===== config.mk =====
export PLATFORM = sky130hd
export DESIGN_NAME = deadlock_report_ctrl
export DESIGN_NICKNAME = d
export VERILOG_FILES = /design/src/rtl/deadlock_pkg.sv /design/src/rtl/deadlock_path_buf.sv /design/src/rtl/deadlock_report_ctrl.sv
export SDC_FILE = /design/constraint.sdc
export NUM_CORES = 1
export LEC_CHECK = 0
export ABC_AREA = 1
export BUFFER_PORTS_ARGS = -buffer_cell sky130_fd_sc_hd__buf_4
export CORE_MARGIN = 2
export CORE_UTILIZATION = 30
export CTS_CLUSTER_DIAMETER = 40
export CTS_CLUSTER_SIZE = 14
export DETAILED_ROUTE_END_ITERATION = 12
export GPL_TIMING_DRIVEN = 0
export PLACE_DENSITY = 0.54
export SLEW_MARGIN = 20
export SYNTH_ARGS = -nofsm -noshare
export SYNTH_HDL_FRONTEND = slang
export SYNTH_HIERARCHICAL = 1
export SYNTH_SLANG_ARGS = --single-unit

===== constraint.sdc =====
create_clock -name clock -period 2.4 [get_ports clock]
set_clock_uncertainty 0.15 [all_clocks]
set_input_delay 0.36 -clock clock [delete_from_list [all_inputs] [get_ports clock]]
set_output_delay 0.36 -clock clock [all_outputs]
set_load 0.05 [all_outputs]

===== src/rtl/deadlock_pkg.sv =====
// Shared types and helpers for the deadlock report collector.
// Holds the controller state encoding, the process-ID width derivation
// and the lowest-set-bit priority picker used for both detect and token vectors.
package deadlock_pkg;

  // Widest process vector the priority picker accepts; callers zero-extend into it.
  localparam int MAX_PROC = 32;

  typedef enum logic [2:0] {
    IDLE  = 3'd0,
    ARM   = 3'd1,
    TRACE = 3'd2,
    DUMP  = 3'd3,
    DONE  = 3'd4
  } dlState_e;

  // Width of a process ID; never narrower than one bit.
  function automatic int pidWidth(input int procNum);
    return (procNum > 1) ? $clog2(procNum) : 1;
  endfunction

  // Index of the lowest set bit; returns 0 for an all-zero vector,
  // so callers must qualify the result with a non-zero check.
  function automatic int lowestSetIdx(input logic [MAX_PROC-1:0] vec);
    int idx;
    idx = 0;
    for (int i = MAX_PROC - 1; i >= 0; i--) begin
      if (vec[i]) idx = i;
    end
    return idx;
  endfunction

endpackage


===== src/rtl/deadlock_path_buf.sv =====
// Path trace buffer: MAX_PATH entries of process IDs written in visit order
// and read back in the same order. Only the pointers are reset; the storage
// is always written before it is read, so it carries no reset.
module deadlock_path_buf #(
  parameter int MAX_PATH = 16,
  parameter int PID_W    = 2
) (
  input  logic             clock,
  input  logic             reset,
  input  logic             ptrClear_i,
  input  logic             wrEn_i,
  input  logic [PID_W-1:0] wrData_i,
  input  logic             rdAdv_i,
  output logic [PID_W-1:0] rdData_o,
  output logic             full_o,
  output logic             oneLeft_o,
  output logic             rdLast_o
);

  // Pointers count entries, so they need one value beyond the last index.
  localparam int PTR_W = $clog2(MAX_PATH + 1);
  localparam int AW    = (MAX_PATH > 1) ? $clog2(MAX_PATH) : 1;

  logic [PID_W-1:0] mem [MAX_PATH];
  logic [PTR_W-1:0] wrPtr_q;
  logic [PTR_W-1:0] rdPtr_q;
  logic             wrOk;

  // Writes past the last slot are dropped, so entry MAX_PATH+1 can never land.
  assign wrOk = wrEn_i && !full_o;

  // Pointer bookkeeping: cleared on reset or when a fresh trace starts.
  always_ff @(posedge clock) begin
    if (reset) begin
      wrPtr_q <= '0;
      rdPtr_q <= '0;
    end else if (ptrClear_i) begin
      wrPtr_q <= '0;
      rdPtr_q <= '0;
    end else begin
      if (wrOk)    wrPtr_q <= wrPtr_q + PTR_W'(1);
      if (rdAdv_i) rdPtr_q <= rdPtr_q + PTR_W'(1);
    end
  end

  // Entry storage: one slot written per accepted append.
  always_ff @(posedge clock) begin
    if (wrOk) mem[wrPtr_q[AW-1:0]] <= wrData_i;
  end

  assign rdData_o  = mem[rdPtr_q[AW-1:0]];
  assign full_o    = (wrPtr_q == PTR_W'(MAX_PATH));
  assign oneLeft_o = (wrPtr_q == PTR_W'(MAX_PATH - 1));
  assign rdLast_o  = (rdPtr_q == (wrPtr_q - PTR_W'(1)));

endmodule


===== src/rtl/deadlock_report_ctrl.sv =====
// Deadlock report collector: picks an origin process from the detect flags,
// fires the origin pulse, follows the report token around the dependence
// cycle, stops it, then streams the visited process IDs to the reporter.
module deadlock_report_ctrl
  import deadlock_pkg::*;
#(
  parameter int PROC_NUM = 4,
  parameter int MAX_PATH = 16,
  parameter int TIMEOUT  = 1024,
  parameter int PID_W    = pidWidth(PROC_NUM)
) (
  input  logic                clock,
  input  logic                reset,
  input  logic [PROC_NUM-1:0] dl_detect_vec,
  input  logic [PROC_NUM-1:0] token_vec,
  input  logic                clear,
  output logic                dl_detect_in,
  output logic [PROC_NUM-1:0] origin_vec,
  output logic                token_clear,
  output logic                deadlock,
  output logic                rpt_valid,
  input  logic                rpt_ready,
  output logic [PID_W-1:0]    rpt_pid,
  output logic                rpt_last,
  output logic                rpt_trunc
);

  localparam int CNT_W = (TIMEOUT > 1) ? $clog2(TIMEOUT) : 1;

  dlState_e            state_q, state_d;
  logic [PID_W-1:0]    orgId_q, orgId_d;
  logic [CNT_W-1:0]    tmoCnt_q, tmoCnt_d;
  logic [PROC_NUM-1:0] originVec_q, originVec_d;
  logic                dlDetect_q, dlDetect_d;
  logic                deadlock_q, deadlock_d;
  logic                trunc_q, trunc_d;
  logic                rptValid_q, rptValid_d;

  logic [PID_W-1:0]    detIdx;
  logic [PID_W-1:0]    tokIdx;
  logic                tokSeen;
  logic                retHit;
  logic                tmoHit;
  logic                appendHit;
  logic                bufWrEn;
  logic [PID_W-1:0]    bufWrData;
  logic                bufRdAdv;
  logic [PID_W-1:0]    bufRdData;
  logic                bufFull;
  logic                bufOneLeft;
  logic                bufRdLast;

  deadlock_path_buf #(
    .MAX_PATH (MAX_PATH),
    .PID_W    (PID_W)
  ) u_pathBuf (
    .clock      (clock),
    .reset      (reset),
    .ptrClear_i (state_q == IDLE),
    .wrEn_i     (bufWrEn),
    .wrData_i   (bufWrData),
    .rdAdv_i    (bufRdAdv),
    .rdData_o   (bufRdData),
    .full_o     (bufFull),
    .oneLeft_o  (bufOneLeft),
    .rdLast_o   (bufRdLast)
  );

  // Trace decisions: a token back at the origin ends the trace cleanly and
  // wins over both a filling buffer and an expiring timeout.
  always_comb begin
    detIdx    = PID_W'(lowestSetIdx(MAX_PROC'(dl_detect_vec)));
    tokIdx    = PID_W'(lowestSetIdx(MAX_PROC'(token_vec)));
    tokSeen   = |token_vec;
    retHit    = (state_q == TRACE) && tokSeen && (tokIdx == orgId_q);
    tmoHit    = (state_q == TRACE) && (tmoCnt_q == CNT_W'(TIMEOUT - 1));
    appendHit = (state_q == TRACE) && tokSeen && !retHit && !bufFull;
    bufWrEn   = (state_q == ARM) || appendHit;
    bufWrData = (state_q == ARM) ? orgId_q : tokIdx;
    bufRdAdv  = (state_q == DUMP) && rptValid_q && rpt_ready;
  end

  // Next-state and next-output selection for the collector sequence.
  always_comb begin
    state_d     = state_q;
    orgId_d     = orgId_q;
    tmoCnt_d    = tmoCnt_q;
    originVec_d = '0;
    dlDetect_d  = dlDetect_q;
    deadlock_d  = deadlock_q;
    trunc_d     = trunc_q;
    rptValid_d  = rptValid_q;
    case (state_q)
      IDLE: begin
        tmoCnt_d = '0;
        if (|dl_detect_vec) begin
          orgId_d     = detIdx;
          originVec_d = PROC_NUM'(1) << detIdx;
          dlDetect_d  = 1'b1;
          deadlock_d  = 1'b1;
          state_d     = ARM;
        end
      end
      ARM: begin
        tmoCnt_d = '0;
        state_d  = TRACE;
      end
      TRACE: begin
        tmoCnt_d = tmoCnt_q + CNT_W'(1);
        if (retHit) begin
          rptValid_d = 1'b1;
          state_d    = DUMP;
        end else if ((appendHit && bufOneLeft) || tmoHit) begin
          trunc_d    = 1'b1;
          rptValid_d = 1'b1;
          state_d    = DUMP;
        end
      end
      DUMP: begin
        if (bufRdAdv && bufRdLast) begin
          rptValid_d = 1'b0;
          state_d    = DONE;
        end
      end
      DONE: begin
        if (clear) begin
          dlDetect_d = 1'b0;
          deadlock_d = 1'b0;
          trunc_d    = 1'b0;
          state_d    = IDLE;
        end
      end
      default: state_d = IDLE;
    endcase
  end

  // State and registered outputs; reset overrides every other event.
  always_ff @(posedge clock) begin
    if (reset) begin
      state_q     <= IDLE;
      orgId_q     <= '0;
      tmoCnt_q    <= '0;
      originVec_q <= '0;
      dlDetect_q  <= 1'b0;
      deadlock_q  <= 1'b0;
      trunc_q     <= 1'b0;
      rptValid_q  <= 1'b0;
    end else begin
      state_q     <= state_d;
      orgId_q     <= orgId_d;
      tmoCnt_q    <= tmoCnt_d;
      originVec_q <= originVec_d;
      dlDetect_q  <= dlDetect_d;
      deadlock_q  <= deadlock_d;
      trunc_q     <= trunc_d;
      rptValid_q  <= rptValid_d;
    end
  end

  assign dl_detect_in = dlDetect_q;
  assign origin_vec   = originVec_q;
  assign token_clear  = retHit || tmoHit;
  assign deadlock     = deadlock_q;
  assign rpt_valid    = rptValid_q;
  assign rpt_pid      = rptValid_q ? bufRdData : '0;
  assign rpt_last     = rptValid_q && bufRdLast;
  assign rpt_trunc    = trunc_q;

endmodule


Yosys cells after proc, flatten, opt, wreduce, memory -nomap -nowiden
Memories as Yosys holds them, arrays and structs flattened. A register that Yosys moved wholly into a read port is not among the register bits. Index checks and enable logic that the tools add are counted. W data, S select, Z words.

Add/subtract/negate cells: 4. Equality and inequality tests: 15. Shift-type cells: 1. Multiplexer cells: 30. Bitwise gates (word level): 2. Reduce and logical (&&, ||, !) cells: 31.

Operators by type and width (number): $mux W2 (10); $pmux W10 S2 (1); $mux W3 (5); $pmux W3 S5 (1); $logic_and A1 B1 Y1 (11); $add A10 B1 Y10 const B (1); $add A5 B1 Y5 const B (2); $eq A10 B10 Y1 const B (1); $mux W1 (8); $mux W4 (2); $reduce_and A4 Y1 (2); $reduce_bool A2 Y1 (4); $reduce_or A4 Y1 (2); $eq A3 B2 Y1 const B (2); $ne A2 B2 Y1 const B (3); $pmux W1 S2 (3); $reduce_and A3 Y1 (2); $eq A5 B4 Y1 const B (1); $eq A5 B5 Y1 (1); $eq A5 B5 Y1 const B (1); $sub A5 B1 Y5 const B (1); $ne A2 B1 Y1 const B (2); $reduce_or A2 Y1 (2); $shl A1 B2 Y4 const A (1); other kinds (10) (14).

Register bits: 32. Bits in writable memories: 32. Input port bits: 12. Output and inout port bits: 12. Word-level logic and storage cells: 93. Memories kept: 1.

Memories: u_pathBuf.mem (depth 16, width 2, read ports 1, clocked after memory_dff 1, write ports 1, RTL line deadlock_path_buf.sv:24) `logic [PID_W-1:0] mem [MAX_PATH];`.

Logic depth before layout (Yosys ltp)
Gate-level depths: netlist (run 1).

Depth after elaboration: 14. Mapped depth: 15. Depth with buffers taken out: 15.

Modules after synthesis
Netlist (run 1), hierarchy kept.

Modules (own cells, without submodules): deadlock_path_buf (times used 1, cells each 275, area an instance 2316.0 um^2, seq. area each 1241.2 um^2); deadlock_report_ctrl (times used 1, cells each 186, area an instance 1248.7 um^2, seq. area each 440.4 um^2).

Worst setup path before layout (run 1)
No wires, ideal clock.

Path kind: register -> register. From: reg u_pathBuf.wrPtr_q[0]. To: mem u_pathBuf.mem[15][0], enable pin. Library setup time: 0.294 ns. Data arrival time: 1.674 ns. Data required time: 1.956 ns. Slack: 0.281 ns. Cell stages (with the launch flop): 14. Path buffers: 0. Clock period less this slack: 2.119 ns. Cells stage by stage: dfxtp_1 inv_1 ha_1 nand2_1 inv_1 nand2_4 inv_1 nor2_2 nand2_1 nand2_1 inv_1 a21oi_4 nand2_1 inv_1.

Longest elaborated chain between the ends: 7.

RTL lines: start, declared (RTL line deadlock_path_buf.sv:25) `logic [PTR_W-1:0] wrPtr_q;`; start signal, assigned (RTL line deadlock_path_buf.sv:41) `if (wrOk) wrPtr_q <= wrPtr_q + PTR_W'(1);`; $eq A5 B5 Y1 (RTL line deadlock_path_buf.sv:52) `assign full_o = (wrPtr_q == PTR_W'(MAX_PATH));`; named net bufFull (RTL line deadlock_report_ctrl.sv:49) `logic bufFull;`; $logic_not A1 Y1 (RTL line deadlock_report_ctrl.sv:77) `appendHit = (state_q == TRACE) && tokSeen && !retHit && !bufFull;`; $logic_and A1 B1 Y1 (RTL line deadlock_report_ctrl.sv:77); $logic_or A1 B1 Y1 (RTL line deadlock_report_ctrl.sv:78) `bufWrEn = (state_q == ARM) || appendHit;`; named net bufWrEn (RTL line deadlock_report_ctrl.sv:45) `logic bufWrEn;`; $logic_and A1 B1 Y1 (RTL line deadlock_path_buf.sv:30) `assign wrOk = wrEn_i && !full_o;`; $mux W1 (RTL line deadlock_path_buf.sv:48) `if (wrOk) mem[wrPtr_q[AW-1:0]] <= wrData_i;`; $mux W1 (not written as such) (RTL line deadlock_path_buf.sv:48); end, declared (RTL line deadlock_path_buf.sv:24).

The timed path passes the listed nets, and every way through them passes these cells.

Worst setup path after layout (run 1)
From: reg u_pathBuf.wrPtr_q[3]. To: out rpt_last.

Longest elaborated chain between the ends: 3.

RTL lines: $sub A5 B1 Y5 (RTL line deadlock_path_buf.sv:54) `assign rdLast_o = (rdPtr_q == (wrPtr_q - PTR_W'(1)));`; $eq A5 B5 Y1 (RTL line deadlock_path_buf.sv:54); named net bufRdLast (RTL line deadlock_report_ctrl.sv:51) `logic bufRdLast;`; $logic_and A1 B1 Y1 (RTL line deadlock_report_ctrl.sv:166) `assign rpt_last = rptValid_q && bufRdLast;`; end, declared (RTL line deadlock_report_ctrl.sv:24) `output logic rpt_last,`.

The timed path passes the listed nets, and every way through them passes these cells.

==> summary by stage, run 1 <==
Status
The run finished, with violations left. The checks that failed: DRC.

Clocking
No sink is reached through more buffers than the 2 on the longest clock path. The number of clock sinks is 68. The number of CTS-inserted buffers is 9. The clock transition at the register clock pins on the worst setup and hold paths after CTS is 50 ps. The clock latency of the later-clocked register in the worst-skew pair is ~330 ps. Buffers inserted to repair hold after CTS numbered 0. The tree is rooted in a clkbuf_16. The clock tree from TritonCTS is built. The H-tree generated during clock tree synthesis spans 3 levels.

Timing
The final number of max-transition violations is 0. The worst pin sits at a relative slew slack of 59.7%. The final-report setup violation count is 0. The maximum clock rate is 440 MHz. The count of endpoints failing hold in the final timing report is 0. The sum of negative setup slack is 0 ps. In the finished design, the share of the clock period the worst path needs comes to 94.7%. The actual transition at the worst max-transition pin is ~600 ps.

After layout, the minimum clock period comes to roughly 2300 ps. The worst hold slack across all endpoints is between 150 and 200 ps. Setup repair after global routing could not meet its margin everywhere. The final setup slack of the worst path is around 130 ps.

Logic synthesis
The flip-flop and latch count after synthesis is just under 70. In the synthesized netlist, the cells that appear most often are nand2_1 (124), inv_1 (89), nor2_1 (41). The most used standard cell by instance count after synthesis is nand2_1. The total number of yosys warnings is 6. The proportion of netlist area held by the largest area contributor is about 27%. The synthesized netlist contains 36 unique library cells.

The sequential element share of the synthesized area is 47.2%. In this run the cell area of the synthesized design comes to ~3600 um2. The cell count after synthesis came out at about 460. In the post-synthesis netlist, the biggest area contributors are edfxtp_1 (27%), dfxtp_1 (20%), nand2_1 (13%). The predominant post-synthesis flop cell is dfxtp_1.

The number of enable-type register cells in the synthesized netlist is 32. For this run, asynchronously set or reset flops after synthesis account for 0%. Counting every net in the synthesized netlist gives around 480. Of all cell types, the one taking the most synthesized area is edfxtp_1. The synthesized area per cell is ~7.7 um2.

Finish
The combined flip-flop and latch cell area is 1690 um2. From synthesis to final layout, the design area changed by 22.0%. The antenna diode count is 0.

Once layout is complete, the cells apart from fillers number roughly 650. The post-route netlist has about 18% of its cells at a drive strength greater than 1. The layout filler cell count is around 1,200. The number of nets at the end of the flow is 520. Summing all multi-input logic gate instances after layout gives about 1500 um2.

Die
The number of standard-cell rows in the floorplan is 39. The die boundary height is 113 um. The die covers between 10,000 and 15,000 um2. Once the floorplan was initialized, standard cells occupied just over 30% of the core.

The I/O pin count is 24. The floorplan step set the die width to approximately 110 um. The region available for standard cell placement spans between 10,000 and 15,000 um2.

Worst setup path
The critical path data arrival time is 1760 ps. The signal on the critical path passes through nor2_4, nand2_1, xnor2_1, nand2_1, nor2_2, nand2_2, inv_1, buf_6. Among the stages of the critical path, the cell type that occurs most often is nand2_1. The critical path is of the reg2out type. Along the worst path, the maximum fanout reaches 7. The critical path contains buffers and inverters numbering 2 combined. The worst setup path is captured at an output port.

The worst register-to-register path begins at u_pathBuf/wrPtr_q[1]$_SDFFE_PP0P_. The worst setup path is launched from a flip-flop. On the critical path the largest part of the delay comes from simple AND/OR/NAND/NOR gates. At the worst endpoint, the required time is about 1900 ps. The reg-to-reg critical path endpoint is u_pathBuf/mem[11][1]$_DFFE_PP_. The depth of the worst register-to-register path is 13. The library cell contributing the largest single delay on the critical path is dfxtp_1. Setup slack on the worst reg-to-reg path comes out at between 150 and 200 ps.

In this design, the stage delay of the slowest critical-path cell is approximately 370 ps.

Detailed routing
The count of nets left with antenna violations once routing finished came out at 0. After detailed routing, the number of vias per cell comes to roughly 4.5. In this run, the number of DRC markers left after iteration 0 of detailed routing was around 140. The number of vias after detailed routing is around 2,900. In the routed design, unresolved DRC markers number 1. The total length of routed wires is approximately 7.6 mm. The number of optimization iterations in the first detailed-route pass is 8. The final routed wire length divided by cell count is around 12 um.

Pwr
Dividing total power by cell area gives a power density of 971 nW/um2. The post-layout total power is roughly 4.2 mW. The cell leakage power is approximately 2.0 nW. IR analysis of the VDD net gives a maximum drop of approximately 0.34 mV.

Worst hold path
Counting instances, the worst hold path has a depth of 3. The worst hold path terminates at rpt_valid$_SDFFE_PP0P_. The type of the most critical hold path is in2reg.

The startpoint of the tightest hold check path is reset.

GRT
The pin count of the biggest net entering global routing is 13. Global routing used roughly an eighth of the available tracks. The number of global-route vias before repair is between 2,000 and 3,000. The global-route congestion overflow total is 0.

The number of antenna violations at the first check in global routing is 0. The first global-routing pass estimated around 13 mm of wire.

Placement
Timing analysis after detailed placement gives a worst setup slack of -76.7 ps. The placer's final routability congestion estimate is approximately 0.80. Input and output buffers added on the ports amount to 23. In this run, placement finished with an instance count of ~630. The post-DP HPWL is ~5.7 mm.

Job
Max-cap violations in this run came to 0.
-- cell type report --
cell class	instances	area share, %
sequential	68	38.8
multi-input combinational	293	34.9
inverter	93	8.08
clock buffer	9	5.18
timing repair buffer	28	5.18
tap	143	4.11
clock inverter	7	2.65
buffer	7	1.04
-- timing repair --
item | CTS | global route
gates resized for setup | 7 | 11
setup endpoints to repair | 31 | 18
pin swaps | 1 | 2
setup buffers | 0 | 3
-- where the power goes --
group          switching, mW  internal, mW  total (mW)
registers             0.0816          1.36        1.44
logic                  0.874         0.427        1.30
clock network          0.474          1.01        1.48
-- logic make-up (layout without fill, tap and decap cells) --
group           Yosys count  in the layout  share of synthesized area (%)
xor+xnor                  3              3                          0.737
fa+ha+maj                 8              8                           2.81
flops                    68             68                           47.2
buf+inv                 100            144                           10.9
compound gates           47             47                           8.14
simple gates            235            235                           30.3
-- placed cells by master (no fill, tap or decap), drive strengths merged, types with 2 or more instances in the layout --
cell,n
nand3,39
bufinv,3
o21ai,18
clkbuf,11
clkinv,4
a221oi,2
dfxtp,36
xor2,2
ha,8
nand4,6
a21oi,21
nor3,8
nand2,129
edfxtp,32
nor2,50
or2,2
buf,33
a211oi,2
inv,93
-- through the flow --
stage | area (um2) | utilization, %
final | 4350 | 37.8
after global routing | 4350 | 37.8
after CTS | 4300 | 37.3
after detailed placement | 3940 | 34.2
after global placement | 3920 | 34.0
after floorplan | 3560 | -
-- how the worst max path moves through the flow --
| stage | start | to | slack, ps | cells past startpoint |
|---|---|---|---|---|
| floorplan | u_pathBuf/wrPtr_q[0]$_SDFFE_PP0P_ | u_pathBuf/mem[15][0]$_DFFE_PP_ | 280 | 13 |
| global placement | token_vec[0] | u_pathBuf/mem[13][1]$_DFFE_PP_ | -420 | 4 |
| detailed placement | u_pathBuf/wrPtr_q[0]$_SDFFE_PP0P_ | u_pathBuf/mem[11][0]$_DFFE_PP_ | -80 | 13 |
| CTS | u_pathBuf/wrPtr_q[2]$_SDFFE_PP0P_ | rpt_last | 40 | 8 |
| global route | u_pathBuf/wrPtr_q[1]$_SDFFE_PP0P_ | rpt_last | -20 | 8 |
| finish | u_pathBuf/wrPtr_q[3]$_SDFFE_PP0P_ | rpt_last | 130 | 8 |
-- layer usage --
metal	global-route usage (%)	vias to the layer above	share of wire, %
met5	0	-	0
met4	4.88	0	0.85
met3	3.48	4	3.2
met2	21.6	44	49
met1	15.7	1313	47
li1	-	1533	-
-- flip-flops by register name (all words and copies together), names as in the netlist, named ones only --
register / cells
orgId_q: 2
u_pathBuf/wrPtr_q: 5
origin_vec: 4
rpt_trunc: 1
tmoCnt_q: 10
state_q: 3
u_pathBuf/mem: 32
u_pathBuf/rdPtr_q: 5
rpt_valid: 1
deadlock: 1
-- worst reg2reg max path, stage by stage, from the launching register on --
cell and delay (ps):
dfxtp_2 350, inv_2 80, ha_4 170, nand2_1 60, inv_1 90, nand2_4 100
inv_1 60, nor2_2 110, nand2_1 60, nand2_1 210, nand2_8 120, nor2_2 200
nand2_1 100, inv_1 100
No activity file was read; power rests on OpenSTA's default activity.
==> run 2, diff against run 1 <==
--- a/config.mk
+++ b/config.mk
@@ -14,8 +14,10 @@
 export DETAILED_ROUTE_END_ITERATION = 12
 export GPL_TIMING_DRIVEN = 0
 export PLACE_DENSITY = 0.54
+export REMOVE_ABC_BUFFERS = 1
 export SLEW_MARGIN = 20
 export SYNTH_ARGS = -nofsm -noshare
 export SYNTH_HDL_FRONTEND = slang
 export SYNTH_HIERARCHICAL = 1
 export SYNTH_SLANG_ARGS = --single-unit
+export TNS_END_PERCENT = 30
==> run 2 against run 1 <==
The flow still finishes with violations (DRC). Clock power is 18% lower. Final area is 2.9% lower. Sequential power hardly changed. Setup slack better by 1.0 ps. Die area stayed put. Fmax hardly changed. Combinational power is 3% lower. Final cell count is 1.4% lower. First-iteration DRC count is 4.9% lower. Highest routed layer unchanged. Flip-flop and latch count stayed put.
==> summary by stage, run 2 (synthesis results as in run 1) <==
Status
The run finished, with violations left. The final reports fail on DRC.

Finish
The fraction of final layout cells sized beyond drive strength 1 is around 17%. Excluding fillers, the count of instances in the completed layout stands at roughly 640. The number of nets at the end of the flow is roughly 510. The library cells used most frequently in the layout, excluding fill and tap cells, are nand2_1 (121), inv_1 (87), nor2_1 (40). The number of antenna diodes in the final layout is 0. The area growth from synthesis to final layout is 18.5%. The final cell utilization of the core is between 30% and 40%. The library cell used most frequently in the layout, excluding fill and tap cells, is nand2_1. Once layout is done, the placed cells without fillers occupy approximately 4200 um2. The register with the most flip-flops in the layout has 32 of them.

Detailed routing
For this block, the initial DRC count from the detailed router was 137. The routed design has ~7.4 mm of wire. The number of remaining DRC errors is 1. The routed via count divided by cell count is 4.48. The number of nets with antenna violations after detailed routing is 0. The routed wire length on met3 is 279 um.

The total met2 wirelength after detailed routing is around 3.5 mm. After detailed routing, the average wire length per cell comes to 11.5 um. For this run, the detailed router's first-pass iteration total came to 8. The met1 wire length is approximately 3.4 mm. The number of vias after detailed routing is 2,863. In this run the top signal layer used is met4.

Timing
Static timing analysis puts the maximum clock frequency at around 440 MHz. The count of endpoints failing hold in the final timing report came to 0. The clock period minus final worst setup slack is 2270 ps.

Setup violations remaining at the end of the flow were counted as 0. At the pin with the least slew margin, the transition time is ~610 ps. Headroom to the max-slew limit came out at between 50% and 60%. Across all hold checks on the routed design, the worst slack comes to roughly 160 ps. In the finished design, the share of the clock period the worst path needs comes to 94.6%. The final setup slack of the worst path is about 130 ps. After routing, the total negative slack on setup checks comes to 0 ps.

The final number of max-transition violations is 0.

Pwr
The analysis attributes to cell leakage a power of 1.95 nW. After layout, the design draws a total of a little under 4 mW. Across the VDD grid, the largest voltage drop is 0.423 mV. Power spread over the standard cell area amounts to 925 nW/um2.

Worst setup path
Of all nets on the critical path, the largest fanout is 6. The worst register-to-register path ends at u_pathBuf/mem[3][1]$_DFFE_PP_. The start of the worst register-to-register path is state_q[1]$_SDFFE_PP0P_.

The capture point of the critical path is rpt_last. The type of destination of the critical path is an output port. Tracing the worst setup path back leads to its startpoint at u_pathBuf/wrPtr_q[1]$_SDFFE_PP0P_.

At the worst endpoint, the arrival time is 1760 ps. The data required time at the worst endpoint is ~1900 ps. The critical path in this run is classified as reg2out. The nature of the critical path startpoint is a flip-flop. The setup slack of the worst register-to-register path is just under 300 ps.

The worst register-to-register path has a depth of 10.

Clocking
The clock transition at the register clock pins on the worst setup and hold paths after CTS is 50 ps. The later pin in the worst-skew pair is clocked with a latency of between 300 and 400 ps. Clock tree synthesis inserted a total of 9 buffers. In this run, post-CTS hold repair placed 0 buffers. The total number of H-tree levels is 3. The cell at the root of the clock tree is clkbuf_16. Counting every sink on the clock net gives between 60 and 70. TritonCTS built the clock tree.

In this run the deepest clock path goes through 2 buffers.

GRT
The number of antenna violations at the first check in global routing is 0. The number of global-route vias before repair was ~2,700. The first global-routing pass estimated between 10 and 15 mm of wire. Global routing consumed, over all layers together, roughly an eighth of the routing resources. The pin count of the biggest net entering global routing is 18. The global-route congestion overflow total is 0.

Die
The die outline width is around 110 um. The starting density of the core is between 30% and 40%. The full die area is 12,800 um2. The die boundary height is between 100 and 150 um.

The I/O pin count is 24. The total core area is ~12,000 um2. The number of standard-cell rows in the floorplan is 39.

Worst hold path
The min-delay analysis places its worst path in the category in2reg.

Placement
The total placed instance area is just under 4000 um2. Before CTS, the worst setup slack after placement is -8.30 ps. The number of buffers added on ports is 23. Routability-driven placement finished with a final weighted congestion of between 0.7 and 0.8. The post-DP HPWL is between 5 and 6 mm.

The total placed cells including tap cells is approximately 620.

Job
The max-cap check violation count is 0.
[run 2: worst min path at each step]
| stage | startpoint | endpoint | slack [ps] | cells after the start |
|---|---|---|---|---|
| final | reset | state_q[0]$_SDFFE_PP0P_ | 160 | 2 |
| after global routing | reset | state_q[0]$_SDFFE_PP0P_ | 170 | 2 |
| after CTS | reset | state_q[0]$_SDFFE_PP0P_ | 150 | 2 |
| after detailed placement | tmoCnt_q[1]$_SDFFE_PP0P_ | tmoCnt_q[1]$_SDFFE_PP0P_ | 330 | 2 |
| after global placement | tmoCnt_q[1]$_SDFFE_PP0P_ | tmoCnt_q[1]$_SDFFE_PP0P_ | 320 | 2 |
| after floorplan | reset | state_q[0]$_SDFFE_PP0P_ | 270 | 1 |
[run 2: cell type report]
class,instances,area [um2]
fillers,1184,7290
flip-flops and latches,68,1690
multi-input cells,293,1520
inverters,93,352
clock buffers,10,239
repair buffers,26,203
well taps,143,179
clock inverters,6,38.8
[run 2: power by group]
group,internal [mW],switching [mW],total (mW)
sequential,1.36,0.0828,1.44
combinational,0.399,0.858,1.26
clock,0.724,0.487,1.21
[run 2: worst max-delay path, stage by stage (launching register included)]
cell and delay, ps:
dfxtp_2 340, inv_2 80, ha_4 280, xor2_1 140, nand4_1 120, nor2_2 170
nand2_2 80, inv_1 80, buf_6 150
[run 2: routing by layer]
layer / up-vias / GRT usage (%)
met5: - / 0
met4: 0 / 4.63
met3: 8 / 3.16
met2: 36 / 20.4
met1: 1307 / 15.3
li1: 1512 / -
[run 2: timing repair]
item | 4_1_cts | 5_1_grt
pin swaps | 0 | 4
endpoints found under the setup margin | 5 | 36
buffers inserted | 0 | 1
gates resized for setup | 4 | 14
